`src/rtl/instr_fetch.sv`:
```
// ============================================================================
//  Module   : instr_fetch
//  Brief    : RV32I instruction-fetch stage. Holds the PC, addresses the
//             instruction ROM combinationally and registers the returned
//             word plus its PC into a valid/ready IF/ID output register.
//             Handles decoder stalls, redirect-with-flush and end-of-memory
//             halt.
//  Options  : IF_MISALIGN_TRAP_EN - misaligned redirect targets halt fetch
//             and raise misalign_fault; otherwise bits [1:0] are cleared.
//  Revision : 1.0 - initial release
// ============================================================================
`default_nettype none

module instr_fetch #(
    parameter logic [31:0] RESET_PC  = 32'h0000_0000,
    parameter int          ROM_WORDS = 62,
    parameter logic [31:0] NOP_INSTR = 32'h0000_0013
) (
    input  logic        clk,
    input  logic        reset_n,
    input  logic        fetch_en,
    output logic [31:0] rom_addr,
    input  logic [31:0] rom_data,
    input  logic        redirect_valid,
    input  logic [31:0] redirect_pc,
    output logic        out_valid,
    input  logic        out_ready,
    output logic [31:0] out_instr,
    output logic [31:0] out_pc,
    output logic        halted,
`ifdef IF_MISALIGN_TRAP_EN
    output logic        misalign_fault,
`endif
    output logic [31:0] fetch_count
);

    // First byte address past the end of program memory (33 bits so that a
    // ROM_WORDS of 2^30 still compares correctly).
    localparam logic [32:0] PC_LIMIT = 33'(ROM_WORDS) << 2;

    typedef enum logic [1:0] {
        S_IDLE  = 2'd0,
        S_FETCH = 2'd1,
        S_HALT  = 2'd2
    } state_t;

    state_t      state_q,       state_d;
    logic [31:0] pc_q,          pc_d;
    logic        out_valid_q,   out_valid_d;
    logic [31:0] out_instr_q,   out_instr_d;
    logic [31:0] out_pc_q,      out_pc_d;
    logic        halted_q,      halted_d;
    logic [31:0] fetch_count_q, fetch_count_d;
`ifdef IF_MISALIGN_TRAP_EN
    logic        fault_q,       fault_d;
`endif

    logic w_can_load;
    logic w_handshake;
    logic w_pc_oob;

    assign w_can_load  = !out_valid_q || out_ready;
    assign w_handshake = out_valid_q && out_ready;
    assign w_pc_oob    = ({1'b0, pc_q} >= PC_LIMIT);

    // Next-state and datapath: redirect dominates, then per-state behaviour.
    always_comb begin
        state_d       = state_q;
        pc_d          = pc_q;
        out_valid_d   = out_valid_q;
        out_instr_d   = out_instr_q;
        out_pc_d      = out_pc_q;
        halted_d      = halted_q;
        fetch_count_d = fetch_count_q;
`ifdef IF_MISALIGN_TRAP_EN
        fault_d       = fault_q;
`endif

        if (redirect_valid) begin
            // Flush: the held instruction is dropped and not counted.
            out_valid_d = 1'b0;
            out_instr_d = NOP_INSTR;
            state_d     = S_FETCH;
            halted_d    = 1'b0;
`ifdef IF_MISALIGN_TRAP_EN
            pc_d = redirect_pc;
            if (redirect_pc[1:0] != 2'b00) begin
                state_d  = S_HALT;
                halted_d = 1'b1;
                fault_d  = 1'b1;
            end else begin
                fault_d  = 1'b0;
            end
`else
            pc_d = {redirect_pc[31:2], 2'b00};
`endif
        end else begin
            if (w_handshake) begin
                fetch_count_d = fetch_count_q + 32'd1;
            end

            case (state_q)
                S_IDLE: begin
                    if (fetch_en) begin
                        state_d = S_FETCH;
                    end
                end
                S_FETCH: begin
                    if (w_can_load) begin
                        if (w_pc_oob) begin
                            out_valid_d = 1'b0;
                            out_instr_d = NOP_INSTR;
                            state_d     = S_HALT;
                            halted_d    = 1'b1;
                        end else if (fetch_en) begin
                            out_valid_d = 1'b1;
                            out_instr_d = rom_data;
                            out_pc_d    = pc_q;
                            pc_d        = pc_q + 32'd4;
                        end else begin
                            out_valid_d = 1'b0;
                            out_instr_d = NOP_INSTR;
                        end
                    end
                end
                S_HALT: begin
                    out_valid_d = 1'b0;
                    halted_d    = 1'b1;
                end
                default: begin
                    state_d = S_IDLE;
                end
            endcase
        end
    end

    // State and IF/ID register update; asynchronous reset drops everything.
    always_ff @(posedge clk or negedge reset_n) begin
        if (!reset_n) begin
            state_q       <= S_IDLE;
            pc_q          <= RESET_PC;
            out_valid_q   <= 1'b0;
            out_instr_q   <= NOP_INSTR;
            out_pc_q      <= 32'h0000_0000;
            halted_q      <= 1'b0;
            fetch_count_q <= 32'h0000_0000;
`ifdef IF_MISALIGN_TRAP_EN
            fault_q       <= 1'b0;
`endif
        end else begin
            state_q       <= state_d;
            pc_q          <= pc_d;
            out_valid_q   <= out_valid_d;
            out_instr_q   <= out_instr_d;
            out_pc_q      <= out_pc_d;
            halted_q      <= halted_d;
            fetch_count_q <= fetch_count_d;
`ifdef IF_MISALIGN_TRAP_EN
            fault_q       <= fault_d;
`endif
        end
    end

    assign rom_addr    = pc_q;
    assign out_valid   = out_valid_q;
    assign out_instr   = out_instr_q;
    assign out_pc      = out_pc_q;
    assign halted      = halted_q;
    assign fetch_count = fetch_count_q;
`ifdef IF_MISALIGN_TRAP_EN
    assign misalign_fault = fault_q;
`endif

endmodule

`default_nettype wire
```
`config.mk`:
```
export PLATFORM = sky130hd
export DESIGN_NAME = instr_fetch
export DESIGN_NICKNAME = d
export VERILOG_FILES = /design/src/rtl/instr_fetch.sv
export SDC_FILE = /design/constraint.sdc
export NUM_CORES = 1
export LEC_CHECK = 0
export ABC_AREA = 1
export ABC_CLOCK_PERIOD_IN_PS = 1650
export CAP_MARGIN = 25
export CORE_MARGIN = 2
export CORE_UTILIZATION = 30
export DETAILED_ROUTE_END_ITERATION = 10
export PLACE_DENSITY_LB_ADDON = 0.3
export RECOVER_POWER = 25
export SYNTH_ARGS = -nofsm -noshare
export SYNTH_HDL_FRONTEND = slang
export SYNTH_SLANG_ARGS = --single-unit
```
`constraint.sdc`:
```
create_clock -name clk -period 1.65 [get_ports clk]
set_clock_uncertainty 0.1 [all_clocks]
set_input_delay 0.165 -clock clk [delete_from_list [all_inputs] [get_ports clk]]
set_output_delay 0.165 -clock clk [all_outputs]
set_load 0.005 [all_outputs]
```
# Word-level counts from Yosys, hierarchy flattened
# Index checks and enable logic that the tools add are counted.
# totals
register_bits,132
latch_bits,0
ram_bits,0
rom_bits,0
output_inout_bits,130
word_cells,58
mem_count,0
# classes
n_addsub,2
multipliers,0
n_div,0
magnitude_cmp,1
eq_ne,7
shifts,0
n_mux,24
n_bitwise,2
n_reduce_logical,15
# ops
cell,n
32-bit two-way mux,10
"32-bit by 1-bit adder with 32-bit output, second input constant",1
"32-bit by 3-bit adder with 32-bit output, second input constant",1
"32-bit by 8-bit >= comparator with 1-bit output, second input constant",1
"3-bit inequality test, second input constant",3
2-bit two-way mux,4
4-bit AND reduction,2
1-bit two-way mux,7
2-bit case mux with 3 select lines,1
2-bit AND reduction,3
2-bit nonzero test,3
5-bit AND reduction,1
"2-bit inequality test, second input constant",2
1-bit case mux with 2 select lines,2
3-bit AND reduction,1
3-bit nonzero test,1
"2-bit by 1-bit == test with 1-bit output, second input constant",1
"2-bit == test, second input constant",1
2-bit zero test,1
1-bit NOT,2
1-bit logical AND,1
1-bit zero test,1
1-bit logical OR,1

# Longest topological paths before layout
# Gate-level depths: netlist (run 1).
# depth
depth_word,6
mapped_depth,11

# Least setup slack after synthesis (run 1)
# OpenSTA, ideal clock, no wires.
# synth_timing
kind,register to register
startpoint,"register pc_q[2], in the netlist rom_addr[2]"
endpoint,"register out_pc_q[10], in the netlist out_pc[10]"
setup_time_ns,0.113
t_arrival_ns,1.606
required_time_ns,1.437
slack_ns,-0.169
stages_incl_launch_ff,12
cell_sequence,dfrtp_1 -> inv_1 -> ha_1 -> or2_0 -> nand2_1 -> nand3_2 -> nor2_4 -> nand3_2 -> buf_6 -> buf_6 -> nand2_1 -> inv_1
# synth_via
elab_chain_cells,3
# synth_rtl
element,line,rtl
from (decl),48,"logic [31:0] pc_q, pc_d;"
from (signal assigned),152,pc_q <= pc_d;
32-bit by 8-bit >= comparator with 1-bit output,64,"assign w_pc_oob = ({1'b0, pc_q} >= PC_LIMIT);"
1-bit NOT (no line),n/a,
5-bit AND reduction (no line),n/a,
to (signal assigned),155,out_pc_q <= out_pc_d;
to (decl),51,"logic [31:0] out_pc_q, out_pc_d;"
# No other way between the ends.
# A chain may end at the register's enable or synchronous reset.

# Worst setup path in the final report (run 1)
# layout_timing
startpoint,"register pc_q[3], in the netlist rom_addr[3]"
endpoint,"register out_pc_q[2], in the netlist out_pc[2]"
# The elaborated chain is that of the path after synthesis.

==> results by stage, run 1 <==
Run status:
- The run finished, with violations left.
- The final reports fail on negative setup slack.

Worst setup path:
- At the worst endpoint, the arrival time is 2.01 ns.
- The worst register-to-register path begins at rom_addr[3]$_DFFE_PN0P_.
- Together, buffers and inverters on the worst path number 1.
- The slowest stage of the critical path belongs to the cell sky130_fd_sc_hd__dfrtp_1.
- By startpoint and endpoint, the worst setup path is classified as flop to flop.
- Tracing the worst setup path back leads to its startpoint at rom_addr[3]$_DFFE_PN0P_.
- The delay contributed by the slowest stage of the critical path is 0.40 ns.
- Among cell families on the critical path, the largest total delay comes from simple AND/OR/NAND/NOR gates.
- The kind of end point of the critical path is a flop.
- The top fanout value on the critical path is 39.
- The endpoint required time on the critical path is 1.87 ns.
- Walking the worst path, the cells encountered are ha_2 -> or2_0 -> nand2_1 -> nand3_2 -> nor2_4 -> nand3_4 -> buf_12 -> o21ai_0.
- The worst setup path is launched from a flop.
- Setup slack on the worst reg-to-reg path comes out at -0.14 ns.

GRT:
- The initial antenna violation count is 0.
- The first global-routing pass estimated 29170 um of wire.
- Across every metal layer, demand over resource in global routing totals 16.90%.
- The largest net degree at the start of global routing is 40.
- The number of global-route vias before repair is 5732.
- The total overflow left after global routing is 0.

Pwr:
- The areal power density over the cells is 809.7 nW/um2.
- The maximum vdd drop is 0.7258 mV.
- Net switching is 24.18% of the power.
- The share of total power dissipated in the clock network is 49.5%.
- Cell internal power was estimated by the tool at 6094 uW.
- The combinational power share is 9.9%.
- The overall power of the completed layout is 8038 uW.
- For this design the total switching power over the nets is 1944 uW.
- Summed over all cells, the static leakage comes to 0.005161 uW.
- The sequential share of power is 40.6%.

Drt:
- The count of TritonRoute iterations in the first routing pass is 4.
- In the final routed layout, each cell accounts on average for 13.24 um.
- The count of nets left with antenna violations after detail routing is 0.
- After detailed routing, the total wire length is 18060 um.
- The highest layer touched by signal routing is met4.
- For this run, design rule violations remaining after detail routing come to 0.
- The detailed-routed wire length on met2 is 8685 um.
- In the detailed route, the total length drawn on met3 is 1488 um.
- After the first detailed-routing iteration, the DRC count stood at 220.
- The routed layout has 5930 vias.
- The detail-routed via count per cell is 4.348.
- The met1 wire length is 7649 um.

Finish:
- Cells with a size suffix above 1 make up 19.76% of the layout.
- Summing all multi-input logic gate instances after layout gives 2500 um2.
- The layout has 1959 filler cells.
- The count of placed standard cells in the final layout, fillers left out is 1364.
- After routing the design area is 9927 um2.
- The area overhead of the layout relative to synthesis is 61.82%.
- The register cell area after layout is 3214 um2.
- At the end of the flow, the number of nets in the layout was 1152.

Yosys:
- The average cell area after synthesis is 7.875 um2.
- The number of warnings issued by yosys is 0.
- The share of synthesized cell area in full adder, half adder and majority cells is 0.6119%.
- The area of the mapped netlist is 6135 um2.
- The share of synthesized area occupied by flip-flops and latches is 52.27%.
- Counting flops and latches in the post-synthesis netlist gives 128.
- The post-synthesis compound-gate area fraction is 6.731%.
- The number of instances in the synthesized netlist is 779.
- The number of library cell types mapped by synthesis is 31.
- The portion of synthesized area spent on multiplexers is 0%.
- The simple-gate share of the synthesized area is 28.86%.
- The post-synthesis xor/xnor area fraction is 2.284%.
- The dominant combinational cell family by area after synthesis is simple AND/OR/NAND/NOR gates.

Placement:
- Buffers placed on the I/O ports in this run total 192.
- In this run the cell area measured after placement is 8871 um2.
- Detailed placement finished with a half-perimeter wire length of 12980 um.
- The post-placement worst setup slack is -0.1380 ns.
- The final estimated routing congestion in global placement is 0.8692.
- Counting tap cells, the placed design contains a total of 1290 instances.

Job:
- The tool flagged a number of max-cap violations equal to 0.

Timing:
- The clock period minus worst slack is 1.790 ns.
- The share of the clock period used by the worst path after layout is 108.5%.
- The final number of max-transition violations is 0.
- The final-report hold violation count is 0.
- Setup violations remaining at the end of the flow were counted as 79.
- The maximum clock rate is 558.8 MHz.
- The pin slew with the least headroom to its limit is 1.022 ns.
- Setup slack on the critical path of the routed design comes to -0.1397 ns.
- The worst slew margin relative to its limit is 31.88%.
- Setup repair after global routing could not meet its margin everywhere.

Clock network:
- The H-tree generated during clock tree synthesis spans 4 levels.
- The later pin in the worst-skew pair is clocked with a latency of 0.42 ns.
- In this run the clock root is driven by a sky130_fd_sc_hd__clkbuf_16.
- The worst-case clock buffer depth is 2.
- The number of CTS-inserted buffers is 17.
- The clock input transition at the sequential cells of the worst setup and hold paths is 0.06 ns.
- The tree built by TritonCTS fans out to 128 sinks.
- The CTS tree is built.

Die:
- Row generation in the floorplan step produced 52 rows.
- The die outline width is 147 um.
- Once the floorplan was initialized, standard cells occupied 30.42% of the core.
- The total die area is 21610 um2.
- In this run the standard cell core region covers 20170 um2.
- The die is 147 um tall.
- 199 I/O pins were placed.

Min path:
- The startpoint of the lowest-slack hold path is redirect_pc[12].
- The path class of the tightest hold or removal check is input port to flop.
==> final timing paths <==
kind                            cells past startpoint                          end
worst max-delay path                                8        out_pc[2]$_DFFE_PN0P_
worst min-delay path                                3     rom_addr[12]$_DFFE_PN0P_
worst max register to register                      8        out_pc[2]$_DFFE_PN0P_
worst min register to register                      2       out_pc[30]$_DFFE_PN0P_
max in group asynchronous                           3  fetch_count[26]$_DFFE_PN0P_
min in group asynchronous                           2  fetch_count[14]$_DFFE_PN0P_
==> Yosys cell counts, drive strengths merged <==
master	number	area (um2)
nand2	253	952.2
inv	103	386.6
clkbuf	13	48.80
ha	3	37.54
xor2	7	61.31
nand4	5	31.28
or2	1	6.260
nand3	49	265.3
buf	16	127.6
a21boi	2	15.01
o22ai	3	18.77
dfrtp	125	3128
a21oi	8	40.04
dfstp	3	78.83
conb	1	3.750
nor3	3	20.02
nor2	112	442.9
o211ai	1	7.510
o21ai	55	331.6
xnor2	9	78.83
nand3b	7	52.55
==> per-layer routing <==
layer  vias to the layer above  GRT usage, %
met4                         0         3.942
met2                       164         27.56
met1                      2762         21.21
met3                        21         6.739
li1                       2983             -
met5                         -             0
==> layout make-up <==
class                           count  area share (%)
Timing Repair Buffer              308           28.90
Clock buffer                       19           4.462
Multi-Input combinational cell    522           25.18
Tap cell                          270           3.403
Clock inverter                     13           1.752
Inverter                          103           3.895
Antenna cell                        1         0.02521
Sequential cell                   128           32.38
==> flip-flops by register name, indices dropped and copies added (netlist names) <==
register,cells
fetch_count,32
halted,1
out_instr,32
out_pc,30
out_valid,1
rom_addr,30
state_q,2
==> worst register-to-register path, delay by kind of cell (launching register included) <==
kind,cells,cell delay [ns]
AND/OR/NAND/NOR,5,0.60
flip-flops,1,0.40
AO/OA/AOI/OAI,1,0.21
buffers and inverters,1,0.20
adder cells (fa/ha/maj),1,0.18
==> repair_timing <==
action / 4_1_cts / 5_1_grt
endpoints found under the setup margin: 129 / 121
endpoints found under the hold margin: 125 / 0
pin swaps: 0 / 9
buffers inserted: 21 / 19
hold buffers: 1 / 0
gates resized for setup: 60 / 55
==> cells in the final DEF (no fill, tap or decap), types with 9 or more instances in the layout <==
master and count:
sky130_fd_sc_hd__dfrtp_1 119, sky130_fd_sc_hd__clkdlybuf4s50_1 140, sky130_fd_sc_hd__nor2_2 19, sky130_fd_sc_hd__dlygate4sd2_1 35, sky130_fd_sc_hd__nand2_1 245, sky130_fd_sc_hd__buf_4 104, sky130_fd_sc_hd__dlymetal6s2s_1 15, sky130_fd_sc_hd__nand3_1 43
sky130_fd_sc_hd__o21ai_2 17, sky130_fd_sc_hd__nor2_1 89, sky130_fd_sc_hd__o21ai_0 26, sky130_fd_sc_hd__o21ai_1 12, sky130_fd_sc_hd__xnor2_1 9, sky130_fd_sc_hd__clkbuf_16 17, sky130_fd_sc_hd__inv_1 101
==> through the flow <==
| step | TNS (ns) | hold slack, ns | util (%) |
|---|---|---|---|
| after floorplan | -5.560 | -0.2306 | - |
| after global placement | -7.021 | 0.01542 | 43.98 |
| after detailed placement | -8.160 | 0.009306 | 43.98 |
| after CTS | -4.706 | 0.1388 | 47.86 |
| after global routing | -13.50 | 0.1778 | 49.21 |
| final | -5.453 | 0.1768 | 49.22 |
==> power groups by stage <==
stage          logic (uW)  clock network, uW  registers (uW)
2_1_floorplan         241                  0            3340
3_3_place_gp          813                  0            3310
3_5_place_dp          815                  0            3320
4_1_cts               801               4070            3260
5_1_grt               889               4230            3270
6_report              797               3980            3260
==> logic make-up after synthesis <==
| logic type | count (synthesis) |
|---|---|
| DFF | 128 |
| AOI/OAI and AO/OA | 69 |
| xor gates and xnor gates | 16 |
| adders and majority gates | 3 |
| and+or+nand+nor | 430 |
| buffers and inverters | 132 |
| other | 1 |
Note: power is estimated with default switching activity, not from simulation.
==> run 2: changes to the inputs <==
--- a/config.mk
+++ b/config.mk
@@ -6,7 +6,7 @@
 export NUM_CORES = 1
 export LEC_CHECK = 0
 export ABC_AREA = 1
-export ABC_CLOCK_PERIOD_IN_PS = 1650
+export ABC_CLOCK_PERIOD_IN_PS = 1600
 export CAP_MARGIN = 25
 export CORE_MARGIN = 2
 export CORE_UTILIZATION = 30
==> constraint.sdc (replaced) <==
create_clock -name clk -period 1.6 [get_ports clk]
set_clock_uncertainty 0.1 [all_clocks]
set_input_delay 0.16 -clock clk [delete_from_list [all_inputs] [get_ports clk]]
set_output_delay 0.16 -clock clk [all_outputs]
set_load 0.005 [all_outputs]
==> results by stage, run 2 (synthesis gave the netlist of run 1 again) <==
Run status:
- The flow ran to the end, but the final reports show violations.
- The final reports fail on negative setup slack.

Timing:
- The post-layout worst setup margin is -0.2017 ns.
- Setup repair after global routing could not meet its margin everywhere.
- The routed design could run at a clock period as short as 1.802 ns.
- The maximum clock rate is 555.0 MHz.
- The hold slack is 0.1745 ns.
- Setup violations remaining at the end of the flow were counted as 82.
- In this run the tightest slew margin relative to its limit is 27.45%.
- At the pin with the least slew margin, the transition time is 1.088 ns.
- Dividing the final minimum period by the clock period gives 112.6%.
- The final number of max-transition violations was 0.
- The final-report hold violation count is 0.

Worst setup path:
- The number of buffers and inverters on the critical path is 3.
- The endpoint identified for the worst register-to-register timing path is rom_addr[4]$_DFFE_PN0P_.
- The cell occurring most often along the worst timing path is sky130_fd_sc_hd__nand2_1.
- In this run the worst path has a maximum fanout of 9.
- The critical path data arrival time is 2.01 ns.
- In this design, the largest share of critical-path delay is due to simple AND/OR/NAND/NOR gates.
- The start point of the critical path is rom_addr[2]$_DFFE_PN0P_.
- The worst setup path is of the flop to flop kind.
- The depth of the worst register-to-register path is 11.
- The cell with the largest stage delay on the worst path is sky130_fd_sc_hd__dfrtp_1.
- The critical path launch point type is a flop.
- The worst setup path is captured at a flop.
- The largest single stage delay on the critical path is 0.36 ns.
- The endpoint required time on the critical path is 1.81 ns.
- Walking the worst path, the cells encountered are inv_2 -> ha_4 -> or2_0 -> nand2_1 -> nand3_2 -> nor2_4 -> buf_6 -> nand3_4 -> clkbuf_16 -> nand3_1 -> nand2_1.
- The launch instance of the worst register-to-register path is rom_addr[2]$_DFFE_PN0P_.
- The worst setup slack for register-to-register paths is -0.20 ns.

Min path:
- Counting instances, the worst hold path has a depth of 3.
- The type of the worst min-delay path is input port to flop.
- The path with the worst hold slack has its endpoint at rom_addr[18]$_DFFE_PN0P_.
- In this run the most critical hold path is launched from redirect_pc[18].

Placement:
- Counting tap cells, the placed design contains a total of 1307 instances.
- In this run the tool buffered the top-level ports with 192 buffer cells.
- The final estimated routing congestion in global placement is 0.8555.
- Detailed placement finished with a half-perimeter wire length of 13200 um.
- Prior to clock tree synthesis, the placed netlist has a worst setup slack of -0.2170 ns.

Die:
- The initial core utilization is 30.42%.
- The total number of placement rows is 52.
- The die boundary height is 147 um.
- The floorplan step defined a die boundary enclosing 21610 um2.
- For this design the top-level I/O count stands at 199.
- The core region is 20170 um2.
- The die outline width is 147 um.

Clock network:
- The CTS sink count is 128.
- The source-to-sink clock delay at the later pin of the worst-skew pair is 0.42 ns.
- In this run the number of H-tree levels came out at 4.
- The CTS tree is built.
- Clock-pin slew was measured on the worst setup and hold paths at 0.06 ns.
- The tree is rooted in a sky130_fd_sc_hd__clkbuf_16.
- The number of CTS-inserted buffers is 17.
- The worst-case clock buffer depth is 2.

Pwr:
- The combinational power share is 11.0%.
- For this design the total switching power over the nets is 1940 uW.
- The sequential share of power is 43.0%.
- The worst-case IR drop observed on VDD is 0.7110 mV.
- The overall power of the completed layout is 7813 uW.
- The clock group share of total power is 46.0%.
- For this design the static power due to leakage is 0.005451 uW.
- For this design the ratio of total power to cell area is 756.4 nW/um2.
- The internal portion of the total power is 5873 uW.
- The net switching fraction of the power is 24.83%.

Finish:
- The area overhead of the layout relative to synthesis is 68.37%.
- After filler insertion, the fill cell instance count of the layout stands at 1949.
- The most common library cell in the layout ignoring fill and taps is sky130_fd_sc_hd__nand2_1.
- Cells with a size suffix above 1 make up 25.47% of the layout.
- Leaving out filler cells and counting taps, the final layout contains 1390.
- The final core utilization is 51.21%.
- For this run, the post-layout net count is 1178.
- The register cell area after layout is 3216 um2.
- In the final layout, the multi-input gates occupy 2736 um2.
- The library cells used most frequently in the layout, excluding fill and tap cells, are 229 x sky130_fd_sc_hd__nand2_1, 125 x sky130_fd_sc_hd__clkdlybuf4s50_1, 118 x sky130_fd_sc_hd__dfrtp_1, 118 x sky130_fd_sc_hd__buf_4, 101 x sky130_fd_sc_hd__inv_1.

Drt:
- The routed via count is 6069.
- After detailed routing, the average wire length per cell comes to 13.73 um.
- The DRC violation count after routing is 0.
- The count of TritonRoute iterations in the first routing pass is 4.
- The count of nets left with antenna violations once routing finished came out at 0.
- The final wirelength is 19090 um.
- For this block, the initial DRC count from the detailed router was 244.
- Using the TritonRoute via totals, the vias-per-cell ratio works out to 4.366.

GRT:
- Global routing used 17.52% of the available tracks.
- The initial antenna violation count came to 1.
- The number of global-route vias before repair is 6117.
- The largest net degree at the start of global routing is 39.
- After global routing the overflow that remains totals 0.
- The wire length of the first global-routing pass is 30000 um.

Job:
- The number of maximum-capacitance violations is 0.
-- run 2: changes by cell type in the layout (fill, tap and decap cells not counted), moves of 5 or more --
cell and delta:
sky130_fd_sc_hd__inv_6 -5, sky130_fd_sc_hd__nor2_4 +14, sky130_fd_sc_hd__buf_6 +8, sky130_fd_sc_hd__clkdlybuf4s50_1 -15
sky130_fd_sc_hd__nor2_1 -18, sky130_fd_sc_hd__dlygate4sd2_1 +18, sky130_fd_sc_hd__buf_4 +14, sky130_fd_sc_hd__nand2_1 -16
sky130_fd_sc_hd__nand2_4 +7, sky130_fd_sc_hd__nand2_2 +9
-- run 2: how the worst max path moves through the flow --
stage                                  endpoint  slack, ns  cells past startpoint
finish                  rom_addr[4]$_DFFE_PN0P_      -0.20                     11
global route            rom_addr[4]$_DFFE_PN0P_      -0.34                     11
CTS                   out_instr[30]$_DFFE_PN0P_      -0.16                      9
detailed placement  fetch_count[16]$_DFFE_PN0P_      -0.22                      9
floorplan                out_pc[10]$_DFFE_PN0P_      -0.17                     11
global placement      out_instr[19]$_DFFE_PN0P_      -0.16                      6
-- run 2: area by class of cell --
class / count / share of cell area [%]
Multi-Input combinational cell: 522 / 26.49
Timing Repair Buffer: 334 / 29.98
Antenna cell: 1 / 0.02423
Sequential cell: 128 / 31.13
Tap cell: 270 / 3.271
Inverter: 103 / 3.743
Clock inverter: 12 / 0.8359
Clock buffer: 20 / 4.518
-- run 2: power groups by stage --
stage / sequential, uW / combinational [uW] / clock (uW)
after floorplan: 3440 / 248 / 0
after global placement: 3410 / 881 / 0
after detailed placement: 3420 / 885 / 0
after CTS: 3360 / 858 / 3690
after global routing: 3370 / 959 / 3840
final: 3360 / 859 / 3590
-- run 2: worst min-delay path: cells and delay by family --
family	cells	cell delay [ns]
buffers and inverters	1	0.39
AND/OR/NAND/NOR	2	0.10
-- run 2: repair_timing --
item                                    CTS  global route
endpoints found under the hold margin   125             0
cloned                                    0             2
resized for setup                        84           121
hold buffers                              1             0
buffers inserted                         31            18
endpoints found under the setup margin  154           118
pin swaps                                 4            30
-- run 2: per-stage QoR --
step           area [um2]  TNS, ns
3_3_place_gp         8999   -9.486
5_1_grt             10330   -22.98
2_1_floorplan        6148   -9.060
4_1_cts              9807   -8.357
6_report            10330   -9.988
3_5_place_dp         8999   -12.42
-- run 2: layer usage --
metal / vias up / track usage [%] / part of all wire [%]
met5: - / 0 / 0
met4: 0 / 5.865 / 1.6
met3: 23 / 5.994 / 6.9
met2: 179 / 29.08 / 49
met1: 2823 / 21.43 / 42
li1: 3044 / - / -
==> run 3: changes to the inputs <==
==> constraint.sdc (replaced) <==
create_clock -name clk -period 1.6 [get_ports clk]
set_clock_uncertainty 0.1 [all_clocks]
set_input_delay 0.32 -clock clk [delete_from_list [all_inputs] [get_ports clk]]
set_output_delay 0.32 -clock clk [all_outputs]
set_load 0.005 [all_outputs]
==> results by stage, run 3 (synthesis gave the netlist of run 1 again) <==
Timing:
- The hold slack is 0.3386 ns.
- In this run the tightest slew margin relative to its limit is 23.93%.
- After layout, the worst path uses 116.1% of the clock period.
- The worst path in the final design needs a cycle of 1.857 ns, including I/O delays and setup.
- Setup repair after global routing could not meet its margin everywhere.
- After layout, the worst setup slack is -0.2568 ns.
- Timing would allow up to 538.6 MHz.
- For the pin with the worst max-slew slack, the measured transition is 1.141 ns.
- The final-report hold violation count is 0.
- The final number of max-transition violations is 0.
- The total setup violations reported at the end of the flow is 100.

Finish:
- The library cell used most frequently in the layout, excluding fill and tap cells, is sky130_fd_sc_hd__nand2_1.
- The area overhead of the layout relative to synthesis is 72.63%.
- The cell area after layout is 10590 um2.
- Cells with a size suffix above 1 make up 33.92% of the layout.
- After the flow finishes, the layout carries non-filler instances totaling 1415.
- The top cell types in the final layout, fill and taps aside, are 215 x sky130_fd_sc_hd__nand2_1, 132 x sky130_fd_sc_hd__buf_4, 120 x sky130_fd_sc_hd__dfrtp_1.
- Measured on the finished design, the core utilization comes to 52.51%.
- At the end of the flow, the number of nets in the layout was 1203.

Pwr:
- For this design the ratio of total power to cell area is 757.1 nW/um2.
- VDD sags by at most 0.6762 mV.
- In this run the static leakage power is 0.005739 uW.

Worst setup path:
- Across all register-to-register paths, the minimum setup slack is -0.26 ns.
- The critical path in this run is classified as flop to flop.
- The endpoint required time on the critical path is 1.80 ns.
- The kind of end point of the critical path is a flop.
- The top fanout value on the critical path is 9.
- STA classifies the critical path startpoint as a flop.
- The critical path data arrival time is 2.06 ns.

Job:
- Max-cap violations in this run came to 0.

Min path:
- The tightest min-delay check is of the input port to flop type.

Die:
- The die outline width is 147 um.
- Once the floorplan was initialized, standard cells occupied 30.42% of the core.
- Row generation in the floorplan step produced 52 rows.
- 199 I/O pins were placed.
- The total die area is 21610 um2.
- The floorplan step set the die height to 147 um.
- The floorplan step defined a core boundary enclosing 20170 um2.

Placement:
- The total half-perimeter wirelength after legalization and detailed placement is 13130 um.
- The post-placement cell count is 1315.
- The congestion estimate from routability-driven global placement came to 0.8365.
- During placement, the flow inserted port buffers numbering 192.
- In this run the cell area measured after placement is 9109 um2.

Clock network:
- The number of H-tree branching levels is 4.
- The clock input transition at the sequential cells of the worst setup and hold paths is 0.06 ns.
- The later pin in the worst-skew pair is clocked with a latency of 0.42 ns.
- The CTS sink count is 128.
- The worst-case clock buffer depth is 2.
- The number of CTS-inserted buffers is 17.
- The CTS tree is built.
- The CTS root buffer is sky130_fd_sc_hd__clkbuf_16.

GRT:
- The initial antenna violation count is 1.
- Entering global routing, the biggest net connects 39 pins.
- Across every metal layer, demand over resource in global routing totals 17.70%.
- The number of global-route vias before repair is 6119.
- After global routing the overflow that remains totals 0.
- The first global-routing pass estimated 30280 um of wire.

Drt:
- The iteration-0 DRC count of the detailed router is 262.
- For this run, the detailed router's first-pass iteration total came to 6.
- The final wirelength is 19400 um.
- The DRC violation count after routing is 0.
- The detail-routed via count per cell is 4.355.
- In the final routed layout, each cell accounts on average for 13.71 um.
- Across all layers, the routed design uses 6162 vias.
- The count of nets left with antenna violations after detail routing is 0.

Run status:
- The run finished, with violations left.
- The final reports fail on negative setup slack.
-- run 3: area by class of cell --
| class | instances | area (um2) |
|---|---|---|
| Timing Repair Buffer | 359 | 3167 |
| Antenna cell | 1 | 2.502 |
| Sequential cell | 128 | 3213 |
| Tap cell | 270 | 337.8 |
| Clock buffer | 18 | 429.2 |
| Multi-Input combinational cell | 522 | 2922 |
| Clock inverter | 14 | 132.6 |
| Fill cell | 1910 | 9579 |
| Inverter | 103 | 386.6 |
-- run 3: final timing paths --
path / end / from / depth (start not counted)
max in group asynchronous: rom_addr[9]$_DFFE_PN0P_ / reset_n / 3
min in group asynchronous: out_pc[18]$_DFFE_PN0P_ / reset_n / 2
max reg2reg: rom_addr[4]$_DFFE_PN0P_ / rom_addr[3]$_DFFE_PN0P_ / 10
min: rom_addr[18]$_DFFE_PN0P_ / redirect_pc[18] / 3
min reg2reg: out_pc[30]$_DFFE_PN0P_ / out_pc[30]$_DFFE_PN0P_ / 2
max: rom_addr[4]$_DFFE_PN0P_ / rom_addr[3]$_DFFE_PN0P_ / 10
-- run 3: per-layer routing --
metal	part of all wire, %	global-route usage (%)	wire, um
met4	0.63	4.087	122
met1	42	21.88	8105
met2	50	29.30	9736
met3	7.4	7.019	1433
met5	0	0	0
-- run 3: worst max-delay path, cell delays in order (launching register included) --
cell	delay (ns)
sky130_fd_sc_hd__dfrtp_1	0.42
sky130_fd_sc_hd__ha_4	0.18
sky130_fd_sc_hd__or2_0	0.18
sky130_fd_sc_hd__nand2_1	0.09
sky130_fd_sc_hd__nand3_2	0.08
sky130_fd_sc_hd__nor2_4	0.14
sky130_fd_sc_hd__buf_6	0.13
sky130_fd_sc_hd__nand3_4	0.10
sky130_fd_sc_hd__clkbuf_16	0.20
sky130_fd_sc_hd__nand3_1	0.07
sky130_fd_sc_hd__nand2_1	0.05
-- run 3: per-stage QoR --
stage | setup WS (ns) | power [uW] | setup TNS (ns)
CTS | -0.2239 | 8052 | -13.87
detailed placement | -0.3278 | 4303 | -25.70
finish | -0.2568 | 8018 | -13.03
global route | -0.3252 | 8360 | -34.80
floorplan | -0.1660 | 3692 | -9.060
global placement | -0.3215 | 4297 | -23.10
-- run 3: where the power goes --
part | internal (uW) | leakage, uW | total [uW] | switching, uW
logic | 503 | 0.00379 | 941 | 438
registers | 3320 | 0.00168 | 3370 | 53.7
clock network | 2160 | 0.000268 | 3710 | 1550
-- run 3: repair_timing --
item,4_1_cts,5_1_grt
buffers inserted,45,24
setup endpoints to repair,214,137
hold endpoints to repair,30,0
cloned,0,2
resized for setup,229,214
hold buffers,1,0
pin swaps,9,46
